## src/rtl/regbank_pkg.sv

```systemverilog
// Shared types and constants for the register bank arbiter slice.
// Holds the FSM state encoding, requester port ids and the ID register address.
package regbank_pkg;

    typedef enum logic [1:0] {
        IDLE   = 2'b00,
        ACCESS = 2'b01,
        RESP   = 2'b10
    } state_t;

    localparam logic PORT_A = 1'b0;
    localparam logic PORT_B = 1'b1;

    localparam int ID_ADDR = 0;

    localparam logic ERR_NONE   = 1'b0;
    localparam logic ERR_ACCESS = 1'b1;

endpackage

```

## src/rtl/regbank_arbiter_rr_arb2.sv

```systemverilog
// Two-way round-robin picker.
// The priority pointer moves to the losing side whenever a grant is taken.
module rr_arb2
    import regbank_pkg::*;
(
    input  logic       clk,
    input  logic       rst,
    input  logic [1:0] req,
    input  logic       advance,
    output logic       grant_idx,
    output logic       valid
);

    logic prio;

    // A lone requester wins outright; a tie goes to the side holding priority.
    always_comb begin
        valid     = |req;
        grant_idx = PORT_A;
        if (&req) begin
            grant_idx = prio;
        end else if (req[1]) begin
            grant_idx = PORT_B;
        end
    end

    always_ff @(posedge clk) begin
        if (rst) begin
            prio <= PORT_A;
        end else if (advance && valid) begin
            prio <= ~grant_idx;
        end
    end

endmodule

```

## src/rtl/regbank_arbiter.sv

```systemverilog
// Register bank shared between the SPI command engine (A) and the PWM engine (B).
// One fixed 3-cycle transaction at a time; bank contents are also exported flat.
module regbank_arbiter
    import regbank_pkg::*;
#(
    parameter int                 NREGS    = 4,
    parameter int                 ADDR_W   = 7,
    parameter logic [NREGS*8-1:0] RST_VALS = 32'h03020196,
    parameter bit                 ID_RO    = 1'b1
) (
    input  logic               clk,
    input  logic               rst,
    input  logic               a_req,
    input  logic               a_we,
    input  logic [ADDR_W-1:0]  a_addr,
    input  logic [7:0]         a_wdata,
    output logic               a_gnt,
    output logic               a_rvalid,
    output logic [7:0]         a_rdata,
    output logic               a_err,
    input  logic               b_req,
    input  logic               b_we,
    input  logic [ADDR_W-1:0]  b_addr,
    input  logic [7:0]         b_wdata,
    output logic               b_gnt,
    output logic               b_rvalid,
    output logic [7:0]         b_rdata,
    output logic               b_err,
    output logic [NREGS*8-1:0] regs_flat,
    output logic               busy
);

    localparam int IDX_W = (NREGS > 2) ? $clog2(NREGS) : 1;

    state_t             state;
    state_t             next_state;
    logic               advance;
    logic               arb_idx;
    logic               arb_valid;
    logic               win;
    logic               lat_we;
    logic [ADDR_W-1:0]  lat_addr;
    logic [7:0]         lat_wdata;
    logic [7:0]         bank [NREGS];
    logic [7:0]         rdata_q;
    logic               err_q;
    logic               addr_ok;
    logic               ro_hit;
    logic               wr_ok;
    logic [IDX_W-1:0]   idx;

    rr_arb2 u_arb (
        .clk       (clk),
        .rst       (rst),
        .req       ({b_req, a_req}),
        .advance   (advance),
        .grant_idx (arb_idx),
        .valid     (arb_valid)
    );

    always_ff @(posedge clk) begin
        if (rst) begin
            state <= IDLE;
        end else begin
            state <= next_state;
        end
    end

    always_comb begin
        next_state = state;
        advance    = 1'b0;
        case (state)
            IDLE: begin
                if (arb_valid) begin
                    next_state = ACCESS;
                    advance    = 1'b1;
                end
            end
            ACCESS:  next_state = RESP;
            RESP:    next_state = IDLE;
            default: next_state = IDLE;
        endcase
    end

    // Winner's request is captured so its inputs may change once granted.
    always_ff @(posedge clk) begin
        if (rst) begin
            win       <= PORT_A;
            lat_we    <= 1'b0;
            lat_addr  <= '0;
            lat_wdata <= '0;
        end else if (advance) begin
            win       <= arb_idx;
            lat_we    <= (arb_idx == PORT_B) ? b_we    : a_we;
            lat_addr  <= (arb_idx == PORT_B) ? b_addr  : a_addr;
            lat_wdata <= (arb_idx == PORT_B) ? b_wdata : a_wdata;
        end
    end

    assign addr_ok = (lat_addr < ADDR_W'(NREGS));
    assign ro_hit  = ID_RO && (lat_addr == ADDR_W'(ID_ADDR));
    assign wr_ok   = lat_we && addr_ok && !ro_hit;
    assign idx     = lat_addr[IDX_W-1:0];

    // Reset wins over the ACCESS commit, so an interrupted write never lands.
    always_ff @(posedge clk) begin
        if (rst) begin
            for (int i = 0; i < NREGS; i++) begin
                bank[i] <= RST_VALS[8*i +: 8];
            end
            rdata_q <= 8'h00;
            err_q   <= ERR_NONE;
        end else if (state == ACCESS) begin
            if (wr_ok) begin
                bank[idx] <= lat_wdata;
            end
            rdata_q <= (!lat_we && addr_ok) ? bank[idx] : 8'h00;
            err_q   <= (!addr_ok || (lat_we && ro_hit)) ? ERR_ACCESS : ERR_NONE;
        end
    end

    assign a_gnt    = (state == ACCESS) && (win == PORT_A);
    assign b_gnt    = (state == ACCESS) && (win == PORT_B);
    assign a_rvalid = (state == RESP) && (win == PORT_A);
    assign b_rvalid = (state == RESP) && (win == PORT_B);
    assign a_rdata  = a_rvalid ? rdata_q : 8'h00;
    assign b_rdata  = b_rvalid ? rdata_q : 8'h00;
    assign a_err    = a_rvalid && err_q;
    assign b_err    = b_rvalid && err_q;
    assign busy     = (state != IDLE);

    for (genvar g = 0; g < NREGS; g++) begin : g_flat
        assign regs_flat[8*g +: 8] = bank[g];
    end

endmodule
```

## config.mk

```make
export PLATFORM = sky130hd
export DESIGN_NAME = regbank_arbiter
export DESIGN_NICKNAME = d
export VERILOG_FILES = /design/src/rtl/regbank_pkg.sv /design/src/rtl/regbank_arbiter_rr_arb2.sv /design/src/rtl/regbank_arbiter.sv
export SDC_FILE = /design/constraint.sdc
export NUM_CORES = 1
export LEC_CHECK = 0
export CAP_MARGIN = 20
export CORE_UTILIZATION = 24
export DETAILED_ROUTE_END_ITERATION = 16
export PLACE_DENSITY = 0.47
export SYNTH_ARGS = -nofsm -noshare
export SYNTH_HDL_FRONTEND = slang
export SYNTH_HIERARCHICAL = 1
export SYNTH_SLANG_ARGS = --single-unit
```

## constraint.sdc

```tcl
create_clock -name clk -period 3.7 [get_ports clk]
set_input_delay 0.37 -clock clk [delete_from_list [all_inputs] [get_ports clk]]
set_output_delay 0.37 -clock clk [all_outputs]
set_load 0.01 [all_outputs]
```

# After elaboration in Yosys (flattened, before gate mapping)
# Memories as Yosys holds them, arrays and structs flattened. A register that Yosys moved wholly into a read port is not among the register bits.
# Cells that the tools add are included.
classes:
  n_lt_le_gt_ge: 1
  n_eq_ne: 3
  mux: 24
  n_bitwise: 2
  reduce_logical: 21
ops:
  columns: ["op", "n"]
  rows:
  - ["$mux W8", 5]
  - ["$mux W1", 13]
  - ["$logic_and A1 B1 Y1", 11]
  - ["$mux W2", 4]
  - ["$reduce_or A8 Y1", 1]
  - ["$logic_not A7 Y1", 1]
  - ["$lt A7 B3 Y1 const B", 1]
  - ["$mux W7", 1]
  - ["$pmux W2 S2", 1]
  - ["$logic_not A1 Y1", 3]
  - ["$eq A2 B1 Y1 const B", 1]
  - ["$eq A2 B2 Y1 const B", 1]
  - ["$logic_not A2 Y1", 1]
  - ["$ne A2 B1 Y1 const B", 1]
  - ["$not A1 Y1", 2]
  - ["$reduce_and A2 Y1", 1]
  - ["$reduce_bool A2 Y1", 1]
  - ["$reduce_or A2 Y1", 1]
  - ["$logic_or A1 B1 Y1", 1]
word_totals:
  ff_bits: 29
  ram_bits: 32
  in_bits: 36
  out_inout_bits: 55
  elab_cells: 60
  mem_count: 1
memory_table:
  columns: ["name", "depth", "width", "rd", "rd_ports_with_merged_regs", "wr", "line_no", "rtl"]
  rows:
  - ["bank", 4, 8, 5, 1, 4, "regbank_arbiter.sv:44", "logic [7:0] bank [NREGS];"]

# Depth between registers and ports, before layout
depth:
  ltp_word: 9
  mapped_depth: 6

# Cells and area by module
# Netlist, hierarchy kept.
by_module_without_submodules:
  columns: ["module", "n_inst", "cells_per_inst", "area_per_inst_um2", "seq_area_each_um2"]
  rows:
  - ["regbank_arbiter", 1, 224, 2697.6, 1561.5]
  - ["rr_arb2", 1, 7, 63.8, 20.0]

# Worst setup path before layout
# Ideal clock, no wire load.
synth_path:
  path_kind: "reg2reg"
  start: "register lat_addr[2]"
  end: "memory bank[3][0] (data pin)"
  setup_time_ns: 0.266
  t_arrival_ns: 1.786
  t_required_ns: 3.434
  setup_slack_ns: 1.649
  stages_incl_launch_ff: 5
  path_buffers: 1
  synth_period_minus_slack_ns: 2.051
  path_cell_list: "dfxtp_1 -> or4_4 -> or4_4 -> buf_6 -> or3b_1"
synth_lines:
  columns: ["item", "line_no", "rtl"]
  rows:
  - ["from (decl)", "regbank_arbiter.sv:42", "logic [ADDR_W-1:0] lat_addr;"]
  - ["from (signal assigned)", "regbank_arbiter.sv:95", "lat_addr <= (arb_idx == PORT_B) ? b_addr : a_addr;"]
  - ["to (decl)", "regbank_arbiter.sv:44", null]

# Worst setup path in the final report
layout_path:
  start: "register state[1]"
  end: "output port b_rdata[3]"
layout_via:
  elab_chain_len: 3
layout_rtl:
  columns: ["item", "line_no", "rtl"]
  rows:
  - ["from (decl)", "regbank_arbiter.sv:35", "state_t state;"]
  - ["from (signal assigned)", "regbank_arbiter.sv:65", "state <= next_state;"]
  - ["$eq A2 B2 Y1", "regbank_arbiter.sv:125", "assign b_rvalid = (state == RESP) && (win == PORT_B);"]
  - ["$logic_and A1 B1 Y1", "regbank_arbiter.sv:125", null]
  - ["$mux W8", "regbank_arbiter.sv:127", "assign b_rdata = b_rvalid ? rdata_q : 8'h00;"]
  - ["to (decl)", "regbank_arbiter.sv:27", "output logic [7:0] b_rdata,"]
# No other way between the ends.

==> results.cfg <==
[run_status]
status = completed

[logic_synthesis]
netlist_area_um2 = 2760
synthArstFlopShare = 0
synth_edf_count = 32
avgSynthCellArea_um2 = 12.0
ys_ff_latch = 63
yosys_warnings = 6
ys_seq_area_frac = 0.573
synth_area_leader_cell = edfxtp_1
yosysUniqueCellTypes = 34
ys.flop_type = edfxtp_1
synthCells = 231
synthTopCellsByArea = edfxtp_1 35%, dfxtp_1 22%, mux4_2 6.5%
synth.top_cell.area_share = 0.348

[routing]
first_pass_iters = 6
drc = 0
ant_nets = 0
vias_per_cell = 4.38
num_vias = 2070
post_drt_wl_per_cell_um = 14.7
routed_wl_um = 6930
drt-initial-drc-count = 82

[critical_path]
slowest_stage = clkdlybuf4s50_1
critPathBufInv = 1
cp-end-kind = output port
path_cells = and3b_1, and2_1, clkdlybuf4s50_1
required_ns = 3.33
cp_slowest_stage_delay_ns = 0.53
cpLargestDelayFamily = simple AND/OR/NAND/NOR gates
worst-path-max-fanout = 10
worstSetupPathType = reg -> out
start_kind = register
worstPathArrival_ns = 1.91

[clock_tree]
post-cts-setup-buffer-count = 0
root_buffer = clkbuf_16
cts_buffers = 9
max-clock-path-buffers = 2
cts_sinks = 63
htreeDepth = 3
ctsResizeCount = 0
cts_tree = yes
hold_buffers = 0
worstSkewPairLatency_ns = 0.32
clkTransAtPathRegs_ns = 0.05

[final_layout]
fillers = 1118
multi_input_area_um2 = 1140
drive_gt1_frac = 0.111
fin_nets = 364
antenna_cells = 0
seq_area_um2 = 1580
syn_to_final_growth_pct = 50.4
fin_cells = 473
final_area_um2 = 4150
utilization = 0.377

[placed_design]
gp_congestion = 0.713
dp_hpwl_um = 5210
placed_cell_area_um2 = 3840
place_inst = 457
port-buffer-count = 90

[floorplanning]
die_w_um = 109
initial_core_util = 0.250
core_area_um2 = 11000
ios = 91
die_y_um = 109
rows = 38
dieArea_um2 = 11900

[worst_hold_path]
hp-class = reg -> reg

[sta]
finalSetupTns_ns = 0
slew_headroom = 0.379
rsz0062_at_grt = no
setup_viol = 0
period_share = 0.617
maxSlewViolCount = 0
fin_skew_ns = 0.00392
max_freq_mhz = 438
timing.final.crit_period_ns = 2.28
tightest_slew_ns = 0.923
timing_hold_violations_final = 0

[flow_run]
cap_viol_max_count = 0

[power]
p_total_uw = 1950
powerDensity_nw_per_um2 = 469
leakage_uw = 0.00147
vdd_drop_max_uv = 218

[global_route]
grt_start_max_net_pins = 37
antenna_found_initial = 0
grt_util_all_layers = 0.127
grt_overflow = 0
grt_pass1_wl_um = 10900
grt_pass1_vias = 2010
-- worst reg2reg max path, delay by kind of cell (launching register included) --
family,cells,cell delay [ns]
simple gates,3,1.30
flops,1,0.43
buf+inv,1,0.11
-- layout make-up --
cell class / count / area share
timing repair buffer: 94 / 0.224
multi-input combinational: 156 / 0.273
sequential: 63 / 0.381
tap: 140 / 0.0422
clock buffer: 12 / 0.0593
clock inverter: 4 / 0.0166
inverter: 4 / 0.00361
-- layout by cell type (no fill, tap or decap), drive strengths merged, types with 4 or more instances in the layout --
cell type,count
clkdlybuf4s50,90
nor2,40
edfxtp,32
dfxtp,31
and2,21
mux2i,17
a211oi,16
clkbuf,12
nand2,8
mux4,8
a32o,8
conb,8
or3b,5
buf,4
-- layer usage --
metal,track usage,vias to the layer above,wire length [um]
li1,-,1033,-
met4,0.0571,0,98
met3,0.0359,12,485
met5,0,-,0
met1,0.165,945,3260
met2,0.197,80,3090
-- power breakdown --
| part | internal (uW) | total [uW] | switching, uW |
|---|---|---|---|
| Sequential | 781 | 827 | 46.5 |
| Combinational | 134 | 238 | 105 |
| Clock | 604 | 884 | 279 |
| Total | 1520 | 1950 | 431 |
-- cell usage after synthesis, types with 2 or more instances --
| cell | instances |
|---|---|
| a21oi_1 | 2 |
| and2_1 | 21 |
| or3b_1 | 3 |
| mux2i_1 | 17 |
| a31o_2 | 2 |
| buf_1 | 2 |
| edfxtp_1 | 32 |
| conb_1 | 2 |
| dfxtp_1 | 31 |
| or4_4 | 2 |
| or2_2 | 2 |
| or3b_2 | 2 |
| nand4_1 | 2 |
| a211oi_1 | 16 |
| nor2b_1 | 3 |
| inv_1 | 3 |
| nor3b_1 | 2 |
| nor2_1 | 40 |
| nand2_1 | 8 |
| mux4_2 | 8 |
| a32o_1 | 8 |
| clkbuf_1 | 11 |
-- cell families after synthesis --
logic type,after synthesis,share of synthesized area
AND/OR/NAND/NOR,90,0.173
flip-flops,63,0.573
AO/OA/AOI/OAI,33,0.0974
multiplexers,25,0.127
buffers and inverters,18,0.0272
other,2,0.00272
-- metrics by stage --
| stage | setup slack (ns) | hold slack [ns] |
|---|---|---|
| 2_1_floorplan | 1.65 | 0.432 |
| 3_3_place_gp | 1.31 | 0.487 |
| 3_5_place_dp | 1.23 | 0.491 |
| 4_1_cts | 1.37 | 0.498 |
| 5_1_grt | 1.31 | 0.515 |
| 6_report | 1.42 | 0.496 |
-- sequential cells by signal, summed over array words and instances (netlist names), named ones only --
name,flops
err_q,1
u_arb/prio,1
bank,32
state,2
lat_we,1
lat_wdata,8
win,1
lat_addr,7
rdata_q,8
-- final timing paths --
| check | start | to | slack [ns] | depth (start not counted) |
|---|---|---|---|---|
| setup / recovery | state[1] | b_rdata[3] | 1.42 | 3 |
| hold / removal | lat_wdata[5] | lat_wdata[5] | 0.50 | 2 |
| setup reg to reg | state[0] | bank[2][1] | 1.60 | 4 |
| hold reg to reg | lat_wdata[5] | lat_wdata[5] | 0.50 | 2 |
No activity file was read; power rests on OpenSTA's default activity.
